===== src/rtl/cpu_pkg.sv =====
// Shared CPU pipeline definitions: opcodes, memory row encoding and EX->MEM entry layout.
package cpu_pkg;

   localparam int unsigned OPC_W_DEF  = 4;
   localparam int unsigned DATA_W_DEF = 32;
   localparam int unsigned IR_W_DEF   = 32;
   localparam int unsigned ROW_W      = 2;

   localparam logic [OPC_W_DEF-1:0] ALU_ADD = 4'h0;
   localparam logic [OPC_W_DEF-1:0] ALU_LW  = 4'h8;
   localparam logic [OPC_W_DEF-1:0] ALU_SW  = 4'h9;
   localparam logic [OPC_W_DEF-1:0] ALU_BGE = 4'hA;
   localparam logic [OPC_W_DEF-1:0] ALU_J   = 4'hB;

   localparam logic [ROW_W-1:0] ROW_NOP = 2'b00;
   localparam logic [ROW_W-1:0] ROW_RD  = 2'b01;
   localparam logic [ROW_W-1:0] ROW_WR  = 2'b10;

   typedef struct packed {
      logic              control;
      logic [ROW_W-1:0]  row;
   } ex_mem_dec_t;

   // Entry layout at default widths; the stage packs its payload in this same field order.
   typedef struct packed {
      logic [DATA_W_DEF-1:0] data1;
      logic [DATA_W_DEF-1:0] data2;
      logic [IR_W_DEF-1:0]   ir;
      logic                  control;
      logic [ROW_W-1:0]      row;
   } ex_mem_entry_t;

endpackage


===== src/rtl/pipe_skid_buf.sv =====
// Generic 2-entry valid/ready skid buffer: a main entry driving the outputs plus one skid entry.
module pipe_skid_buf #(
   parameter int unsigned PAY_W = 8
) (
   input  logic             clk_i,
   input  logic             rst_i,
   input  logic             flush_i,
   input  logic             in_valid_i,
   output logic             in_ready_o,
   input  logic [PAY_W-1:0] in_data_i,
   output logic             out_valid_o,
   input  logic             out_ready_i,
   output logic [PAY_W-1:0] out_data_o
);

   logic             main_vld_q, main_vld_d;
   logic             skid_vld_q, skid_vld_d;
   logic [PAY_W-1:0] main_q, main_d;
   logic [PAY_W-1:0] skid_q, skid_d;
   logic             accept, drain;

   assign in_ready_o  = !rst_i && !skid_vld_q;
   assign out_valid_o = main_vld_q;
   assign out_data_o  = main_q;

   assign accept = in_valid_i && in_ready_o;
   assign drain  = main_vld_q && out_ready_i;

   // Next-state: flush kills both entries; otherwise refill main from skid first, then input.
   always_comb begin
      main_vld_d = main_vld_q;
      skid_vld_d = skid_vld_q;
      main_d     = main_q;
      skid_d     = skid_q;
      if (flush_i) begin
         main_vld_d = 1'b0;
         skid_vld_d = 1'b0;
      end else if (drain || !main_vld_q) begin
         if (skid_vld_q) begin
            main_d     = skid_q;
            main_vld_d = 1'b1;
            skid_vld_d = 1'b0;
         end else if (accept) begin
            main_d     = in_data_i;
            main_vld_d = 1'b1;
         end else begin
            main_vld_d = 1'b0;
         end
      end else if (accept) begin
         skid_d     = in_data_i;
         skid_vld_d = 1'b1;
      end
   end

   always_ff @(posedge clk_i) begin
      if (rst_i) begin
         main_vld_q <= 1'b0;
         skid_vld_q <= 1'b0;
         main_q     <= '0;
         skid_q     <= '0;
      end else begin
         main_vld_q <= main_vld_d;
         skid_vld_q <= skid_vld_d;
         main_q     <= main_d;
         skid_q     <= skid_d;
      end
   end

endmodule


===== src/rtl/ex_mem_stage_reg.sv =====
// EX->MEM pipeline register: decodes branch/memory intent on entry and holds it in a skid buffer.
// Optional macro EX_MEM_PERF_EN adds a saturating stall-cycle counter output stall_cnt_o.
module ex_mem_stage_reg
   import cpu_pkg::*;
#(
   parameter int unsigned DATA_W = 32,
   parameter int unsigned IR_W   = 32,
   parameter int unsigned OPC_W  = 4
) (
   input  logic              clk_i,
   input  logic              rst_i,
   input  logic              flush_i,
   input  logic              in_valid_i,
   output logic              in_ready_o,
   input  logic [DATA_W-1:0] data1_i,
   input  logic [DATA_W-1:0] data2_i,
   input  logic [IR_W-1:0]   IR_i,
   output logic              out_valid_o,
   input  logic              out_ready_i,
   output logic [DATA_W-1:0] data1_o,
   output logic [DATA_W-1:0] data2_o,
   output logic [IR_W-1:0]   IR_o,
   output logic              control_o,
   output logic [1:0]        row_o
`ifdef EX_MEM_PERF_EN
   ,
   output logic [31:0]       stall_cnt_o
`endif
);

   localparam int unsigned PAY_W = 2 * DATA_W + IR_W + 1 + ROW_W;

   logic [OPC_W-1:0] opc;
   ex_mem_dec_t      dec_in;
   ex_mem_dec_t      dec_out;
   logic [PAY_W-1:0] in_pay;
   logic [PAY_W-1:0] out_pay;

   // Decode the incoming instruction so the stored entry carries its own control/row.
   always_comb begin
      opc            = IR_i[IR_W-1 -: OPC_W];
      dec_in.control = 1'b0;
      dec_in.row     = ROW_NOP;
      if (opc == OPC_W'(ALU_LW)) begin
         dec_in.row = ROW_RD;
      end else if (opc == OPC_W'(ALU_SW)) begin
         dec_in.row = ROW_WR;
      end else if (opc == OPC_W'(ALU_BGE) || opc == OPC_W'(ALU_J)) begin
         dec_in.control = 1'b1;
      end
   end

   assign in_pay = {data1_i, data2_i, IR_i, dec_in};

   pipe_skid_buf #(
      .PAY_W (PAY_W)
   ) u_skid (
      .clk_i       (clk_i),
      .rst_i       (rst_i),
      .flush_i     (flush_i),
      .in_valid_i  (in_valid_i),
      .in_ready_o  (in_ready_o),
      .in_data_i   (in_pay),
      .out_valid_o (out_valid_o),
      .out_ready_i (out_ready_i),
      .out_data_o  (out_pay)
   );

   assign {data1_o, data2_o, IR_o, dec_out} = out_pay;

   // Bubbles must never look like a branch or a memory access downstream.
   assign control_o = out_valid_o && dec_out.control;
   assign row_o     = out_valid_o ? dec_out.row : ROW_NOP;

`ifdef EX_MEM_PERF_EN
   logic [31:0] stall_cnt_q, stall_cnt_d;

   always_comb begin
      stall_cnt_d = stall_cnt_q;
      if (out_valid_o && !out_ready_i && stall_cnt_q != 32'hFFFF_FFFF) begin
         stall_cnt_d = stall_cnt_q + 32'd1;
      end
   end

   always_ff @(posedge clk_i) begin
      if (rst_i) begin
         stall_cnt_q <= '0;
      end else begin
         stall_cnt_q <= stall_cnt_d;
      end
   end

   assign stall_cnt_o = stall_cnt_q;
`endif

endmodule

===== config.mk =====
export PLATFORM = sky130hd
export DESIGN_NAME = ex_mem_stage_reg
export DESIGN_NICKNAME = d
export VERILOG_FILES = /design/src/rtl/cpu_pkg.sv /design/src/rtl/pipe_skid_buf.sv /design/src/rtl/ex_mem_stage_reg.sv
export SDC_FILE = /design/constraint.sdc
export NUM_CORES = 1
export LEC_CHECK = 0
export CAP_MARGIN = 0
export CORE_AREA = 2 2 188 98
export DETAILED_ROUTE_END_ITERATION = 10
export DIE_AREA = 0 0 190 100
export GPL_TIMING_DRIVEN = 0
export HOLD_SLACK_MARGIN = 0.08
export PLACE_DENSITY_LB_ADDON = 0.25
export SETUP_SLACK_MARGIN = 0.3
export SYNTH_ARGS = -nofsm -noshare
export SYNTH_HDL_FRONTEND = slang
export SYNTH_SLANG_ARGS = --single-unit

===== constraint.sdc =====
create_clock -name clk_i -period 2.3 [get_ports clk_i]
set_input_delay 0.23 -clock clk_i [delete_from_list [all_inputs] [get_ports clk_i]]
set_output_delay 0.23 -clock clk_i [all_outputs]
set_load 0.02 [all_outputs]

Word-level counts from Yosys, hierarchy flattened
Index checks and enable logic that the tools add are counted.

operators by class
  eq/ne operators = 4
  mux-type cells = 10
  bitwise gates (word level) = 2
  reduce and logical (&&, ||, !) cells = 14

operators by type and width
  operator              number
  $mux W99              2
  $eq A4 B4 Y1 const B  4
  $mux W2               3
  $reduce_and A3 Y1     2
  $mux W1               5
  $logic_and A1 B1 Y1   4
  $logic_not A1 Y1      3
  $reduce_or A3 Y1      1
  $logic_or A1 B1 Y1    2
  $not A1 Y1            2
  $reduce_bool A2 Y1    1
  $reduce_or A2 Y1      1

word-level totals
  bits in registers = 200
  input port bits = 101
  output and inout port bits = 101
  word-level logic and storage cells = 34

Longest topological paths before layout
Gate-level depths: netlist (run 1).

  depth after elaboration = 7
  gate-level depth with buffers = 8
  mapped depth without buffers = 4

By module
A second synthesis (run 1) with hierarchy kept.

second synthesis, totals
  cells, all modules = 1,010
  area total of the unflattened synthesis = 9,253.9 um^2

modules (own cells, without submodules)
  module            instances  cells an instance  area an instance (um^2)  seq. area each (um^2)
  pipe_skid_buf     1          1,004              9,198.8                  4,003.8
  ex_mem_stage_reg  1          6                  55.1                     0.0

Worst setup path before layout (run 1)
OpenSTA, ideal clock, no wires.

  path kind = reg2reg
  start point = reg u_skid.main_vld_q (netlist: u_skid.out_valid_o)
  end point = reg u_skid.skid_q[60]
  library setup time = 0.132 ns
  data arrival time = 1.619 ns
  data required time = 2.168 ns
  path slack = 0.549 ns
  stages on the path, launching flop included = 7
  buffers on the path = 2
  clock period less this slack = 1.751 ns
  cells stage by stage = dfxtp_1 > nor4b_2 > nand3_1 > clkbuf_1 > clkbuf_1 > nand2_1 > a21oi_1

between the ends
  word-level cells in the longest chain between the ends = 4
  elaborated cells on any way between the ends = 5
  classes of those cells = bitwise: 1; reduce/logical: 4

RTL lines
  element                                                         RTL line                                  source
  start, declared                                                 pipe_skid_buf.sv:16                       logic main_vld_q, main_vld_d;
  start signal, assigned                                          pipe_skid_buf.sv:62                       main_vld_q <= main_vld_d;
  $logic_and A1 B1 Y1 / $logic_not A1 Y1 (equally long branches)  pipe_skid_buf.sv:27, pipe_skid_buf.sv:38
  $logic_or A1 B1 Y1 (*)                                          pipe_skid_buf.sv:38                       end else if (drain || !main_vld_q) begin
  $not A1 Y1 (no line) (*)                                        -
  $reduce_and A3 Y1 (no line) (*)                                 -
  end signal, assigned                                            pipe_skid_buf.sv:65                       skid_q <= skid_d;
  end, declared                                                   pipe_skid_buf.sv:19                       logic [PAY_W-1:0] skid_q, skid_d;

Mark *: on every way between the ends. The rest lies on a longest branch, timed or not.
A chain may end at the register's enable or synchronous reset.

Worst setup path in the final report (run 1)
  start point = in rst_i
  end point = out in_ready_o

between the ends
  word-level cells in the longest chain between the ends = 2

RTL lines
  element              RTL line                source
  start, declared      ex_mem_stage_reg.sv:11  input logic rst_i,
  $logic_not A1 Y1     pipe_skid_buf.sv:22     assign in_ready_o = !rst_i && !skid_vld_q;
  $logic_and A1 B1 Y1  pipe_skid_buf.sv:22
  end, declared        ex_mem_stage_reg.sv:14  output logic in_ready_o,

No other way between the ends.

==> results of run 1 <==
[cells in the mapped netlist, types with 2 or more instances]
cell type | number | area (µm²)
nand3_1 | 2 | 10.0
dfxtp_1 | 200 | 4000
clkbuf_1 | 50 | 188
nand2_1 | 196 | 736
mux2i_1 | 96 | 961
buf_4 | 97 | 728
and2_1 | 4 | 25.0
buf_2 | 23 | 115
nand2b_1 | 2 | 12.5
a21oi_1 | 101 | 505
a211oi_1 | 100 | 751
buf_1 | 2 | 7.51
nor2_1 | 102 | 383
[cell usage in the layout, fill, tap and decap left out, types with 2 or more instances in the layout]
| cell | instances |
|---|---|
| a211oi_1 | 100 |
| dfxtp_1 | 199 |
| buf_4 | 104 |
| a21oi_1 | 101 |
| clkbuf_4 | 3 |
| clkinv_2 | 2 |
| mux2i_1 | 96 |
| nor2_1 | 102 |
| and2_1 | 4 |
| buf_6 | 2 |
| inv_6 | 6 |
| clkbuf_2 | 15 |
| clkbuf_16 | 17 |
| clkinv_8 | 3 |
| nand2_1 | 196 |
| nand2b_1 | 2 |
| buf_2 | 19 |
| clkbuf_1 | 32 |
| clkdlybuf4s50_1 | 200 |
[cell families (layout without fill, tap and decap cells)]
family,after synthesis,in the layout,synth area share
simple gates,313,313,0.144
compound gates,203,203,0.151
flops,200,200,0.470
buf+inv,174,411,0.123
mux,96,96,0.113
[final cells by class]
| cell class | count | area (µm²) |
|---|---|---|
| inverter | 2 | 7.51 |
| multi-input combinational | 612 | 3490 |
| sequential | 200 | 4010 |
| clock inverter | 14 | 139 |
| tap | 240 | 300 |
| fill | 1498 | 6130 |
| buffer | 170 | 1070 |
| timing repair buffer | 207 | 2060 |
| clock buffer | 18 | 439 |
[registers in the layout (all words and copies together) (netlist names)]
| name | count |
|---|---|
| u_skid.out_data_o | 99 |
| u_skid.out_valid_o | 1 |
| u_skid.skid_q | 99 |
| u_skid.skid_vld_q | 1 |
[where the power goes]
group | switching (µW) | internal, µW | total [µW]
clock | 1440 | 1470 | 2920
sequential | 58.1 | 3560 | 3620
combinational | 472 | 540 | 1010
[per-stage QoR]
stage | power (µW) | setup WS (ps) | hold slack, ps
after floorplan | 4210 | 549 | 303
after global placement | 4690 | -298 | 438
after detailed placement | 4700 | -332 | 446
after CTS | 7590 | 249 | 370
after global routing | 7840 | 192 | 376
final | 7550 | 297 | 376
[routing by layer]
layer  share of wire  global-route usage
met5               0                   0
met1            0.51               0.358
met2            0.42               0.336
met3           0.060              0.0441
met4          0.0070              0.0507
[repair_timing]
action	CTS	global route
resized for setup	17	22
setup buffers	5	1
pin swaps	1	0
hold buffers	0	0
setup endpoints to repair	130	96
[worst max-delay path, stage by stage]
cell and delay [ps]:
clkdlybuf4s50_1 550, buf_2 300, clkbuf_2 290, nor2_1 60, dlygate4sd2_1 340
[final timing paths]
| kind | to | slack (ps) | cells after the start |
|---|---|---|---|
| max reg2reg | u_skid.out_data_o[72]$_SDFFE_PP0P_ | 440 | 5 |
| min reg2reg | u_skid.skid_q[97]$_SDFFE_PP0P_ | 450 | 2 |
| max | in_ready_o | 300 | 5 |
| min | u_skid.skid_q[89]$_SDFFE_PP0P_ | 380 | 3 |
==> out/results.txt, run 1 <==
Outcome = finished, final reports clean
Tmin final = 2000 ps
P per Cell Area = 656 mW/mm²
Yosys cell types = 24
CTS Buffer Depth = 2
Largest net degree at the start of global routing = 20
Mapped Cells = 986
CORE AREA = 0.0176 mm²
Tcrit/Tclk final = 0.871
Die H = 100 µm
Synthesized flop and latch total = 200
Hold Crit Start = data1_i[22]
FP Rows = 35
GRT Total Usage = 0.233
Post-Layout Inst Area = 0.0115 mm²
Remaining antenna violation count = 0
Synth-to-Final Area Change = 35.1%
Via density = 4.97
Number of global-route vias before repair = 6,689
# setup viols final = 0
NumNets Final = 1,311
Final Wtd Congestion = 0.815
Hold Vio Cnt, Final = 0
TNS Setup = 0 ps
Synthesized Nets = 1,087
Post-DP Area = 0.0108 mm²
Sequential element share of the synthesized area = 0.470
Total grt overflow = 0
First drt pass iteration count = 5
Port Buf Inserts = 201
Post-DR wirelength/cell = 15.3 µm
Crit path launch = rst_i
Kind of critical path = in -> out
Antenna cell count = 0
Req. time, crit path = 2070 ps
WP data arrival = 1770 ps
Max-cap viol count = 0
Hold WC Path Type = in -> reg
CTS root buf = clkbuf_16
DRT iter0 DRCs = 416
Clock Latency Late Sink = 420 ps
Fin util = 0.653
Worst Setup Start Kind = input pin
Layout Cells excl Fill = 1,463
Syn Std Cell Area = 0.00852 mm²
Die Area = 0.0190 mm²
Max FO, Critical Path = 10
Die Wd = 190 µm
First-pass GRT wire length = 34,900 µm
WL final = 22,300 µm
TritonCTS clock tree = done
Yosys warning total = 0
Reg2reg start = u_skid.skid_vld_q$_SDFFE_PP0P_
Layout cells sized above 1 = 0.147
Initial core utilization = 0.483
Asr flop ratio synth = 0
Worst-path clk slew = 80 ps
TritonCTS Buffers = 17
Clk sinks = 200
Worst slew margin = 0.466
Worst slew pin tran = 801 ps
Mean area per synthesized cell = 8.64 µm²
Placed cell count = 1,427
RSZ-0062 raised after global routing = true
VDD IR max = 507 µV
Detailed placement HPWL = 16,100 µm
CP endpoint kind = primary output
Drc violations = 0
Max Fclk = 499 MHz
Via count = 7,270
Final Slew Violations = 0
I/O pins = 202
CTS H-tree lvls = 4
Dominant synthesized flop cell = dfxtp_1
Layout Skew = 14.0 ps
Number of synthesized flops with an enable pin = 0
Antenna violations before repair = 1
Leakage Power = 0.00404 µW
(Power assumes the default switching activity.)
==> run 2: changes to the inputs <==
--- a/config.mk
+++ b/config.mk
@@ -5,7 +5,6 @@
 export SDC_FILE = /design/constraint.sdc
 export NUM_CORES = 1
 export LEC_CHECK = 0
-export CAP_MARGIN = 0
 export CORE_AREA = 2 2 188 98
 export DETAILED_ROUTE_END_ITERATION = 10
 export DIE_AREA = 0 0 190 100
==> results of run 2 <==
Final layout, timing and power as in run 1 (identical DEF).
